### config.mk
export PLATFORM = sky130hd
export DESIGN_NAME = pc_stack_flat
export DESIGN_NICKNAME = d
export VERILOG_FILES = /design/src/rtl/pc_stack_pkg.sv /design/src/rtl/pc_stack_if.sv /design/src/rtl/pc_stack_lifo_stack.sv /design/src/rtl/pc_stack.sv /design/src/flat_wrapper.sv
export SDC_FILE = /design/constraint.sdc
export NUM_CORES = 1
export LEC_CHECK = 0
export ABC_AREA = 1
export BUFFER_PORTS_ARGS = -buffer_cell sky130_fd_sc_hd__buf_4
export CORE_MARGIN = 2
export CORE_UTILIZATION = 55
export DETAILED_ROUTE_END_ITERATION = 8
export GPL_TIMING_DRIVEN = 0
export PLACE_DENSITY = 0.81
export SYNTH_ARGS = -nofsm -noshare
export SYNTH_HDL_FRONTEND = slang
export SYNTH_SLANG_ARGS = --single-unit
### constraint.sdc
create_clock -name clk -period 7.1 [get_ports clk]
set_clock_uncertainty 0.1 [all_clocks]
set_input_delay 1.065 -clock clk [delete_from_list [all_inputs] [get_ports clk]]
set_output_delay 1.065 -clock clk [all_outputs]
set_load 0.1 [all_outputs]
### src/rtl/pc_stack_pkg.sv
// Shared definitions for the program-counter / return-stack slice:
// control-priority opcodes and the stack-pointer width helper.
package pc_stack_pkg;

  typedef enum logic [2:0] {
    OP_HOLD = 3'd0,
    OP_INC  = 3'd1,
    OP_LOAD = 3'd2,
    OP_CALL = 3'd3,
    OP_RET  = 3'd4,
    OP_CLR  = 3'd5
  } op_e;

  // sp counts 0..depth inclusive, so it needs one more code than depth
  function automatic int sp_width(input int depth);
    return $clog2(depth + 1);
  endfunction

endpackage

### src/rtl/pc_stack_if.sv
// Control/status bundle between the fetch controller and pc_stack.
interface pc_stack_if
  import pc_stack_pkg::*;
#(
  parameter int WIDTH = 16,
  parameter int DEPTH = 8
);
  localparam int SPW = sp_width(DEPTH);

  logic             clr;
  logic             load;
  logic             inc;
  logic             call;
  logic             ret;
  logic [WIDTH-1:0] in;
  logic [WIDTH-1:0] out;
  logic [SPW-1:0]   sp;
  logic             full;
  logic             empty;
  logic             overflow;
  logic             underflow;

  modport master (
    output clr, load, inc, call, ret, in,
    input  out, sp, full, empty, overflow, underflow
  );

  modport slave (
    input  clr, load, inc, call, ret, in,
    output out, sp, full, empty, overflow, underflow
  );

endinterface

### src/rtl/pc_stack_lifo_stack.sv
// Return-address LIFO: storage array plus entry counter; push when full
// and pop when empty are silently ignored.
module lifo_stack
  import pc_stack_pkg::*;
#(
  parameter int WIDTH = 16,
  parameter int DEPTH = 8,
  localparam int SPW = sp_width(DEPTH)
) (
  input  logic             clk,
  input  logic             rst_n,
  input  logic             clr,
  input  logic             push,
  input  logic             pop,
  input  logic [WIDTH-1:0] din,
  output logic [WIDTH-1:0] top,
  output logic [SPW-1:0]   sp,
  output logic             full,
  output logic             empty
);
  localparam int IDXW = (DEPTH > 1) ? $clog2(DEPTH) : 1;

  logic [WIDTH-1:0] mem_r [DEPTH];
  logic [SPW-1:0]   sp_r;
  logic             do_push_s;
  logic             do_pop_s;

  assign full      = (sp_r == SPW'(DEPTH));
  assign empty     = (sp_r == SPW'(0));
  assign do_push_s = push && !full && !clr;
  assign do_pop_s  = pop && !empty && !clr && !push;
  assign sp        = sp_r;
  assign top       = empty ? {WIDTH{1'b0}} : mem_r[IDXW'(sp_r - SPW'(1))];

  // entry counter
  always_ff @(posedge clk or negedge rst_n) begin
    if (!rst_n) begin
      sp_r <= SPW'(0);
    end else if (clr) begin
      sp_r <= SPW'(0);
    end else if (do_push_s) begin
      sp_r <= sp_r + SPW'(1);
    end else if (do_pop_s) begin
      sp_r <= sp_r - SPW'(1);
    end else begin
      sp_r <= sp_r;
    end
  end

  // storage array; contents are don't-care after reset so it carries none
  always_ff @(posedge clk) begin
    if (do_push_s) begin
      mem_r[IDXW'(sp_r)] <= din;
    end
  end

endmodule

### src/rtl/pc_stack.sv
// Program counter with return-address stack: priority decode of
// clr > ret > call > load > inc > hold, the out register and sticky faults.
module pc_stack
  import pc_stack_pkg::*;
#(
  parameter int               WIDTH        = 16,
  parameter int               DEPTH        = 8,
  parameter logic [WIDTH-1:0] RESET_VECTOR = {WIDTH{1'b0}}
) (
  input logic       clk,
  input logic       rst_n,
  pc_stack_if.slave bus
);
  localparam int SPW = sp_width(DEPTH);

  op_e              op_s;
  logic [WIDTH-1:0] out_r, out_nxt_s, top_s;
  logic             ovf_r, ovf_nxt_s, unf_r, unf_nxt_s;
  logic             push_s, pop_s, clr_s;
  logic [SPW-1:0]   sp_s;
  logic             full_s, empty_s;

  // priority decode: only the highest asserted control acts
  always_comb begin
    op_s = OP_HOLD;
    if (bus.clr) begin
      op_s = OP_CLR;
    end else if (bus.ret) begin
      op_s = OP_RET;
    end else if (bus.call) begin
      op_s = OP_CALL;
    end else if (bus.load) begin
      op_s = OP_LOAD;
    end else if (bus.inc) begin
      op_s = OP_INC;
    end else begin
      op_s = OP_HOLD;
    end
  end

  // next-state for out, flags and stack controls
  always_comb begin
    out_nxt_s = out_r;
    ovf_nxt_s = ovf_r;
    unf_nxt_s = unf_r;
    push_s    = 1'b0;
    pop_s     = 1'b0;
    clr_s     = 1'b0;
    case (op_s)
      OP_CLR: begin
        out_nxt_s = RESET_VECTOR;
        ovf_nxt_s = 1'b0;
        unf_nxt_s = 1'b0;
        clr_s     = 1'b1;
      end
      OP_RET: begin
        if (!empty_s) begin
          out_nxt_s = top_s;
          pop_s     = 1'b1;
        end else begin
          unf_nxt_s = 1'b1;
        end
      end
      OP_CALL: begin
        // the jump happens even when the push has to be dropped
        out_nxt_s = bus.in;
        if (!full_s) begin
          push_s = 1'b1;
        end else begin
          ovf_nxt_s = 1'b1;
        end
      end
      OP_LOAD: out_nxt_s = bus.in;
      OP_INC:  out_nxt_s = out_r + WIDTH'(1);
      OP_HOLD: out_nxt_s = out_r;
      default: out_nxt_s = out_r;
    endcase
  end

  // out register and sticky fault flags
  always_ff @(posedge clk or negedge rst_n) begin
    if (!rst_n) begin
      out_r <= RESET_VECTOR;
      ovf_r <= 1'b0;
      unf_r <= 1'b0;
    end else begin
      out_r <= out_nxt_s;
      ovf_r <= ovf_nxt_s;
      unf_r <= unf_nxt_s;
    end
  end

  lifo_stack #(
    .WIDTH (WIDTH),
    .DEPTH (DEPTH)
  ) u_stack (
    .clk   (clk),
    .rst_n (rst_n),
    .clr   (clr_s),
    .push  (push_s),
    .pop   (pop_s),
    .din   (out_r + WIDTH'(1)),
    .top   (top_s),
    .sp    (sp_s),
    .full  (full_s),
    .empty (empty_s)
  );

  assign bus.out       = out_r;
  assign bus.sp        = sp_s;
  assign bus.full      = full_s;
  assign bus.empty     = empty_s;
  assign bus.overflow  = ovf_r;
  assign bus.underflow = unf_r;

endmodule

### src/flat_wrapper.sv
// flat-port wrapper written by rule: the top's interface ports become plain ports
module pc_stack_flat import pc_stack_pkg::*;
#(
  parameter int               WIDTH        = 16,
  parameter int               DEPTH        = 8,
  parameter logic [WIDTH-1:0] RESET_VECTOR = {WIDTH{1'b0}}
)
  (clk, rst_n, bus_clr, bus_load, bus_inc, bus_call, bus_ret, bus_in, bus_out, bus_sp, bus_full, bus_empty, bus_overflow, bus_underflow);
  pc_stack_if #(.WIDTH(WIDTH), .DEPTH(DEPTH)) bus_i ();
  input logic clk;
  input logic rst_n;
  input wire logic [$bits(bus_i.clr)-1:0] bus_clr;
  input wire logic [$bits(bus_i.load)-1:0] bus_load;
  input wire logic [$bits(bus_i.inc)-1:0] bus_inc;
  input wire logic [$bits(bus_i.call)-1:0] bus_call;
  input wire logic [$bits(bus_i.ret)-1:0] bus_ret;
  input wire logic [$bits(bus_i.in)-1:0] bus_in;
  output wire logic [$bits(bus_i.out)-1:0] bus_out;
  output wire logic [$bits(bus_i.sp)-1:0] bus_sp;
  output wire logic [$bits(bus_i.full)-1:0] bus_full;
  output wire logic [$bits(bus_i.empty)-1:0] bus_empty;
  output wire logic [$bits(bus_i.overflow)-1:0] bus_overflow;
  output wire logic [$bits(bus_i.underflow)-1:0] bus_underflow;
  assign bus_i.clr = bus_clr;
  assign bus_i.load = bus_load;
  assign bus_i.inc = bus_inc;
  assign bus_i.call = bus_call;
  assign bus_i.ret = bus_ret;
  assign bus_i.in = bus_in;
  assign bus_out = bus_i.out;
  assign bus_sp = bus_i.sp;
  assign bus_full = bus_i.full;
  assign bus_empty = bus_i.empty;
  assign bus_overflow = bus_i.overflow;
  assign bus_underflow = bus_i.underflow;
  pc_stack #(.WIDTH(WIDTH), .DEPTH(DEPTH), .RESET_VECTOR(RESET_VECTOR)) u_core (.clk(clk), .rst_n(rst_n), .bus(bus_i));
endmodule
[Yosys cells after proc, flatten, opt, wreduce, memory -nomap -nowiden]
Memory sizes are Yosys's and may differ from the RTL's.
Index checks and enable logic that the tools add are counted.
Storage, ports and cells
  bits in registers: 22
  RAM bits: 128
  output and inout bits: 24
  logic and storage cells: 56
  memories: 1
Memory list
  u_core.u_stack.mem_r: depth 8, width 16, read ports 1, clocked after Yosys merged registers in 0, write ports 1, RTL line pc_stack_lifo_stack.sv:23  | logic [WIDTH-1:0] mem_r [DEPTH];
Cells by class
  $add $sub $neg: 3
  equality and inequality tests: 9
  muxes and demuxes: 21
  reductions and logical operators: 18
Operator list (number)
  16-bit one-hot mux with 4 select lines: 1
  16-bit by 1-bit adder with 16-bit output, second input constant: 1
  16-bit two-way mux: 1
  3-bit two-way mux: 4
  4-bit two-way mux: 3
  1-bit two-way mux: 10
  3-bit by 2-bit equality test with 1-bit output, second input constant: 2
  3-bit equality test, second input constant: 2
  2-bit AND reduction: 3
  1-bit logical AND: 5
  4-bit by 1-bit adder with 4-bit output, second input constant: 1
  4-bit equality test, second input constant: 1
  1-bit zero test: 4
  4-bit zero test: 1
  2-bit by 1-bit != test with 1-bit output, second input constant: 2
  1-bit one-hot mux with 2 select lines: 2
  2-bit nonzero test: 2
  4-bit nonzero test: 1
  4-bit by 1-bit subtractor with 4-bit output, second input constant: 1
  3-bit by 1-bit equality test with 1-bit output, second input constant: 1
  3-bit nonzero test: 1
  2-bit != test, second input constant: 1
  2-bit OR reduction: 1

[Depth between registers and ports, before layout]
  depth after elaboration: 13
  gate-level depth with buffers: 14
  mapped depth without buffers: 11

[Hierarchy]
From an unflattened synthesis, not the netlist that was laid out.
Unflattened totals
  cell total of the unflattened synthesis: 746
  area, all modules: 7028.0 um^2
By module, submodules not included
  lifo_stack: times used 1, cells each 493, area each 5526.6 um^2
  pc_stack: times used 1, cells each 253, area each 1501.4 um^2

[Worst setup path before layout]
OpenSTA, ideal clock, no wires.
  kind: register -> register
  from: register u_core.u_stack.sp_r[0] (netlist: u_core.u_stack.sp[0])
  to: memory u_core.u_stack.mem_r[6][0], enable pin
  data arrival time: 3.666 ns
  required time: 6.591 ns
  slack: 2.925 ns
  stages on the path, launching flop included: 13
  path buffers: 3
  period minus slack after synthesis: 4.175 ns
  cells stage by stage: dfrtp_1 > buf_4 > inv_2 > buf_6 > buf_2 > ha_1 > nand2_2 > nor2_2 > inv_1 > nand2_4 > inv_1 > nand2_1 > nor3_1
Between the ends
  word-level cells in the longest chain between the ends: 7
  elaborated cells on any way between the ends: 8
  classes of those cells: 1 x eq/ne; 4 x mux; 3 x reduce/logical
RTL lines
  from (decl): RTL line pc_stack_lifo_stack.sv:24  | logic [SPW-1:0] sp_r;
  from (signal assigned): RTL line pc_stack_lifo_stack.sv:42  | sp_r <= sp_r + SPW'(1);
  from (signal assigned): RTL line pc_stack_lifo_stack.sv:44  | sp_r <= sp_r - SPW'(1);
  from (signal assigned): RTL line pc_stack_lifo_stack.sv:46  | sp_r <= sp_r;
  4-bit equality test (*): RTL line pc_stack_lifo_stack.sv:28  | assign full = (sp_r == SPW'(DEPTH));
  named net bus_full: RTL line flat_wrapper.sv:20  | output wire logic [$bits(bus_i.full)-1:0] bus_full;
  1-bit two-way mux: RTL line pc_stack.sv:67  | if (!full_s) begin
  1-bit two-way mux: RTL line pc_stack.sv:49  | case (op_s)
  1-bit logical AND (*) (2 in a row): RTL line pc_stack_lifo_stack.sv:30  | assign do_push_s = push && !full && !clr;
  1-bit two-way mux (*): RTL line pc_stack_lifo_stack.sv:52  | if (do_push_s) begin
  1-bit two-way mux (implied by the code) (*): RTL line pc_stack_lifo_stack.sv:53  | mem_r[IDXW'(sp_r)] <= din;
  to (decl): RTL line pc_stack_lifo_stack.sv:23
The timed path passes the listed nets; every way through them passes the cells marked *.

[Worst setup path after layout]
  from: register u_core.u_stack.sp_r[0] (netlist: u_core.u_stack.sp[0])
  to: output bus_empty
Between the ends
  word-level cells in the longest chain between the ends: 1
RTL lines
  4-bit zero test: RTL line pc_stack_lifo_stack.sv:29  | assign empty = (sp_r == SPW'(0));
  to (decl): RTL line flat_wrapper.sv:21  | output wire logic [$bits(bus_i.empty)-1:0] bus_empty;
No other way between the ends.

==> flow_results.org <==
** Clocking
- Number of buffers between clock root and the deepest sink :: 2
- Clock tree synthesis inserted a total of 17 buffers.
- The tree is rooted in a sky130_fd_sc_hd__clkbuf_16.
- Clock Latency Late Sink :: 0.43 ns
- CTS tree :: done
- Post-cts resize count :: 0
- Clock H-tree levels :: 4
- Clock-pin slew was measured on the worst setup and hold paths at 0.07 ns.
- Postcts setup bufs :: 0
- For this design, the sink count on the clock tree is 150.
- The number of hold buffers added after CTS was 0.

** GRT
- Global-route wire length before repair :: 29.28 mm
- The initial antenna violation count is 0.
- Entering global routing, the biggest net connects 23 pins.
- Across every metal layer, demand over resource in global routing totals 0.2997.
- The via count of the first global-routing pass was 5421.
- After global routing the overflow that remains totals 0.

** Critical path
- In this run the register-to-register setup slack is 3.85 ns.
- Crit path required time :: 5.93 ns
- Critical Path End Type :: output pin
- Counting cells, the worst reg-to-reg path comes to 13.
- The critical path is of the reg2out type.
- Arrival time of data at the critical path endpoint :: 2.41 ns
- Along the worst path, the maximum fanout reaches 10.
- STA classifies the critical path startpoint as a register.

** Timing
- The count of endpoints failing hold in the final timing report came to 0.
- Final worst-path setup slack :: 3.523 ns
- Setup repair after global routing left no endpoint under its margin.
- The clock period could shrink to 3.577 ns.
- Achievable Freq :: 0.2796 GHz
- Slew headroom :: 0.4371
- Transition time at the pin with the least slew margin :: 0.8397 ns
- Final total negative setup slack :: 0 ns
- Setup violations remaining at the end of the flow were counted as 0.
- Dividing the final minimum period by the clock period gives 0.5038.
- Final slew viol count :: 0

** Outcome
- The flow ran to the end, and the final reports show no timing, DRC or antenna violations.

** Final layout
- Number of nets in the layout :: 795
- The finished cells cover 8238 um^2.
- The library cell used most frequently in the layout, excluding fill and tap cells, is sky130_fd_sc_hd__nand2_1.
- Share of layout cells above drive strength 1 :: 0.1777
- Fill cells in the final layout number 811.
- Commonest non-fill, non-tap cells in the layout :: 165 x sky130_fd_sc_hd__nand2_1, 128 x sky130_fd_sc_hd__edfxtp_1, 114 x sky130_fd_sc_hd__nor2_1, 68 x sky130_fd_sc_hd__nand3_1, 51 x sky130_fd_sc_hd__buf_4
- Layout overhead on the synthesized area :: 18.95%
- Ant. Diodes :: 0

** Drt
- The detail route stage leaves a number of antenna-violating nets equal to 0.
- Drt via density :: 5.897
- DRC :: 0
- The pre-antenna-repair detailed-routing pass consisted of 7 iterations.
- Dividing the detail-routed wire length by the instance count gives 20.06 um.
- Vias post-DR :: 5602
- Routed wire length :: 19.06 mm
- The detailed router finished its first iteration with 752 violations.

** Min path
- Hold Path Depth :: 2
- Worst hold path type :: reg2reg

** Logic synthesis
- Of the post-synthesis cell area, the part taken by muxes is 0.
- Combinational family with the most area after synthesis :: simple AND/OR/NAND/NOR gates
- Of the synthesized area, sequential elements account for 0.6345.
- Synth cell types :: 31
- The number of nets handed over by synthesis was 722.
- Primary FF master, synth :: sky130_fd_sc_hd__edfxtp_1
- Post-synthesis simple-gate area fraction :: 0.2311
- Of the total synthesized cell area, the portion taken by XOR and XNOR cells is 0.01391.
- Average footprint of a synthesized cell :: 9.950 um^2
- Cell count after synthesis :: 696
- Of the total synthesized cell area, the portion taken by full adders, half adders and majority gates is 0.005420.
- Post-synthesis compound-gate area fraction :: 0.06161
- Async set-or-reset flop fraction in the synthesized netlist :: 0.1467
- Summing every instance area after synthesis gives 6925 um^2.
- Counting flops and latches in the post-synthesis netlist gives 150.
- Synthesis warning total :: 0
- In this run, synthesis inferred 128 flip-flops with an integrated enable.

** Place
- Count of buffers inserted at the top-level ports :: 46
- After detailed placement, the total cell area comes to 7607 um^2.
- Detail Placement HPWL :: 12.37 mm
- Worst slack at placement :: 3.820 ns
- GPL Wtd Cong :: 0.8748

** Pwr
- In this run the power density over the cells is 496.4 nW/um^2.
- The analysis attributes to cell leakage a power of 3.359 nW.
- Worst vdd rail ir drop :: 462.0 uV
- The design draws 0.004090 W.

** Floorplan
- Floorplan die width :: 116.2 um
- Starting Density :: 0.5694
- Row generation in the floorplan step produced 40 rows.
- 47 I/O pins were placed.
- The die covers 13500 um^2.
- Vertical die dimension :: 116.2 um
- Placeable Area :: 12160 um^2

** Job
- Number of max-capacitance violations reported :: 0
## critical path, cell delays in order (launching register included)
cell	delay, ns
sky130_fd_sc_hd__dfrtp_1	0.40
sky130_fd_sc_hd__buf_4	0.17
sky130_fd_sc_hd__inv_2	0.08
sky130_fd_sc_hd__buf_6	0.15
sky130_fd_sc_hd__buf_2	0.25
sky130_fd_sc_hd__ha_1	0.35
sky130_fd_sc_hd__nand2_2	0.11
sky130_fd_sc_hd__nor2_2	0.15
sky130_fd_sc_hd__buf_4	0.32
## routing by layer
layer,GRT usage,vias to the layer above,share of wire
met5,0,-,0
met2,0.4904,473,0.49
met3,0.06954,79,0.12
li1,-,2487,-
met1,0.3789,2563,0.35
met4,0.1500,0,0.041
## power by group
part	internal [W]	total, W	switching, W
Clock	0.000569	0.000934	0.000365
Sequential	0.00115	0.00126	0.000103
Combinational	0.000475	0.00190	0.00143
Total	0.00220	0.00409	0.00189
## cell usage after synthesis (2+ instances only)
library cell	n	area, um^2
sky130_fd_sc_hd__a21oi_1	4	20.02
sky130_fd_sc_hd__a22oi_1	4	30.03
sky130_fd_sc_hd__xnor2_1	2	17.52
sky130_fd_sc_hd__nand2_2	3	18.77
sky130_fd_sc_hd__nand2_1	165	619.3
sky130_fd_sc_hd__clkbuf_1	5	18.77
sky130_fd_sc_hd__dfrtp_1	22	550.5
sky130_fd_sc_hd__buf_4	5	37.54
sky130_fd_sc_hd__nand3_1	68	340.3
sky130_fd_sc_hd__o21ai_1	11	55.05
sky130_fd_sc_hd__nor2_1	120	450.4
sky130_fd_sc_hd__ha_1	3	37.54
sky130_fd_sc_hd__o21bai_1	2	15.01
sky130_fd_sc_hd__inv_1	43	161.4
sky130_fd_sc_hd__buf_6	5	56.30
sky130_fd_sc_hd__o211ai_1	9	67.56
sky130_fd_sc_hd__and2_1	7	43.79
sky130_fd_sc_hd__nor3_1	2	10.01
sky130_fd_sc_hd__buf_2	14	70.07
sky130_fd_sc_hd__nand2_4	3	33.78
sky130_fd_sc_hd__o21ai_0	46	230.2
sky130_fd_sc_hd__edfxtp_1	128	3844
sky130_fd_sc_hd__nor2_2	4	25.02
sky130_fd_sc_hd__xor2_1	4	35.03
sky130_fd_sc_hd__inv_2	7	26.28
sky130_fd_sc_hd__nand4_1	5	31.28
## worst paths after layout
check / startpoint / end
min reg2reg: u_core.bus.underflow / u_core.bus.underflow
max: u_core.u_stack.sp[0] / bus_empty
max reg2reg: u_core.u_stack.sp[0] / u_core.u_stack.mem_r[6][12]
min in group asynchronous: rst_n / u_core.bus.out[11]
min: u_core.bus.underflow / u_core.bus.underflow
max in group asynchronous: rst_n / u_core.bus.out[7]
## per-stage QoR
| stage | hold slack (ns) | instances | util |
|---|---|---|---|
| 6_report | 0.3845 | 950 | 0.6774 |
| 5_1_grt | 0.4430 | 950 | 0.6774 |
| 4_1_cts | 0.3914 | 950 | 0.6774 |
| 3_5_place_dp | 0.3761 | 918 | 0.6255 |
| 3_3_place_gp | 0.3688 | 910 | 0.6151 |
| 2_1_floorplan | 0.5300 | 696 | - |
## state kept, by name, indices dropped and copies added (netlist names)
signal / count
u_core.bus.underflow: 1
u_core.u_stack.mem_r: 128
u_core.bus.out: 16
u_core.bus.overflow: 1
u_core.u_stack.sp: 4
## area by class of cell
| cell class | count | area, um^2 | share of cell area |
|---|---|---|---|
| Buffer | 29 | 182.7 | 0.02217 |
| Clock buffer | 21 | 525.5 | 0.06379 |
| Clock inverter | 11 | 105.1 | 0.01276 |
| Inverter | 50 | 187.7 | 0.02278 |
| Multi-Input combinational cell | 467 | 2186 | 0.2653 |
| Sequential cell | 150 | 4394 | 0.5334 |
| Tap cell | 168 | 210.2 | 0.02552 |
| Timing Repair Buffer | 54 | 446.7 | 0.05422 |
## logic make-up (layout without fill, tap and decap cells)
family                     Yosys count  in the layout
AOI/OAI and AO/OA                   77             77
xor gates and xnor gates             8              8
adders and majority gates            3              3
buffers and inverters               79            165
DFF                                150            150
and+or+nand+nor                    379            379
Note: power is estimated with default switching activity, not from simulation.
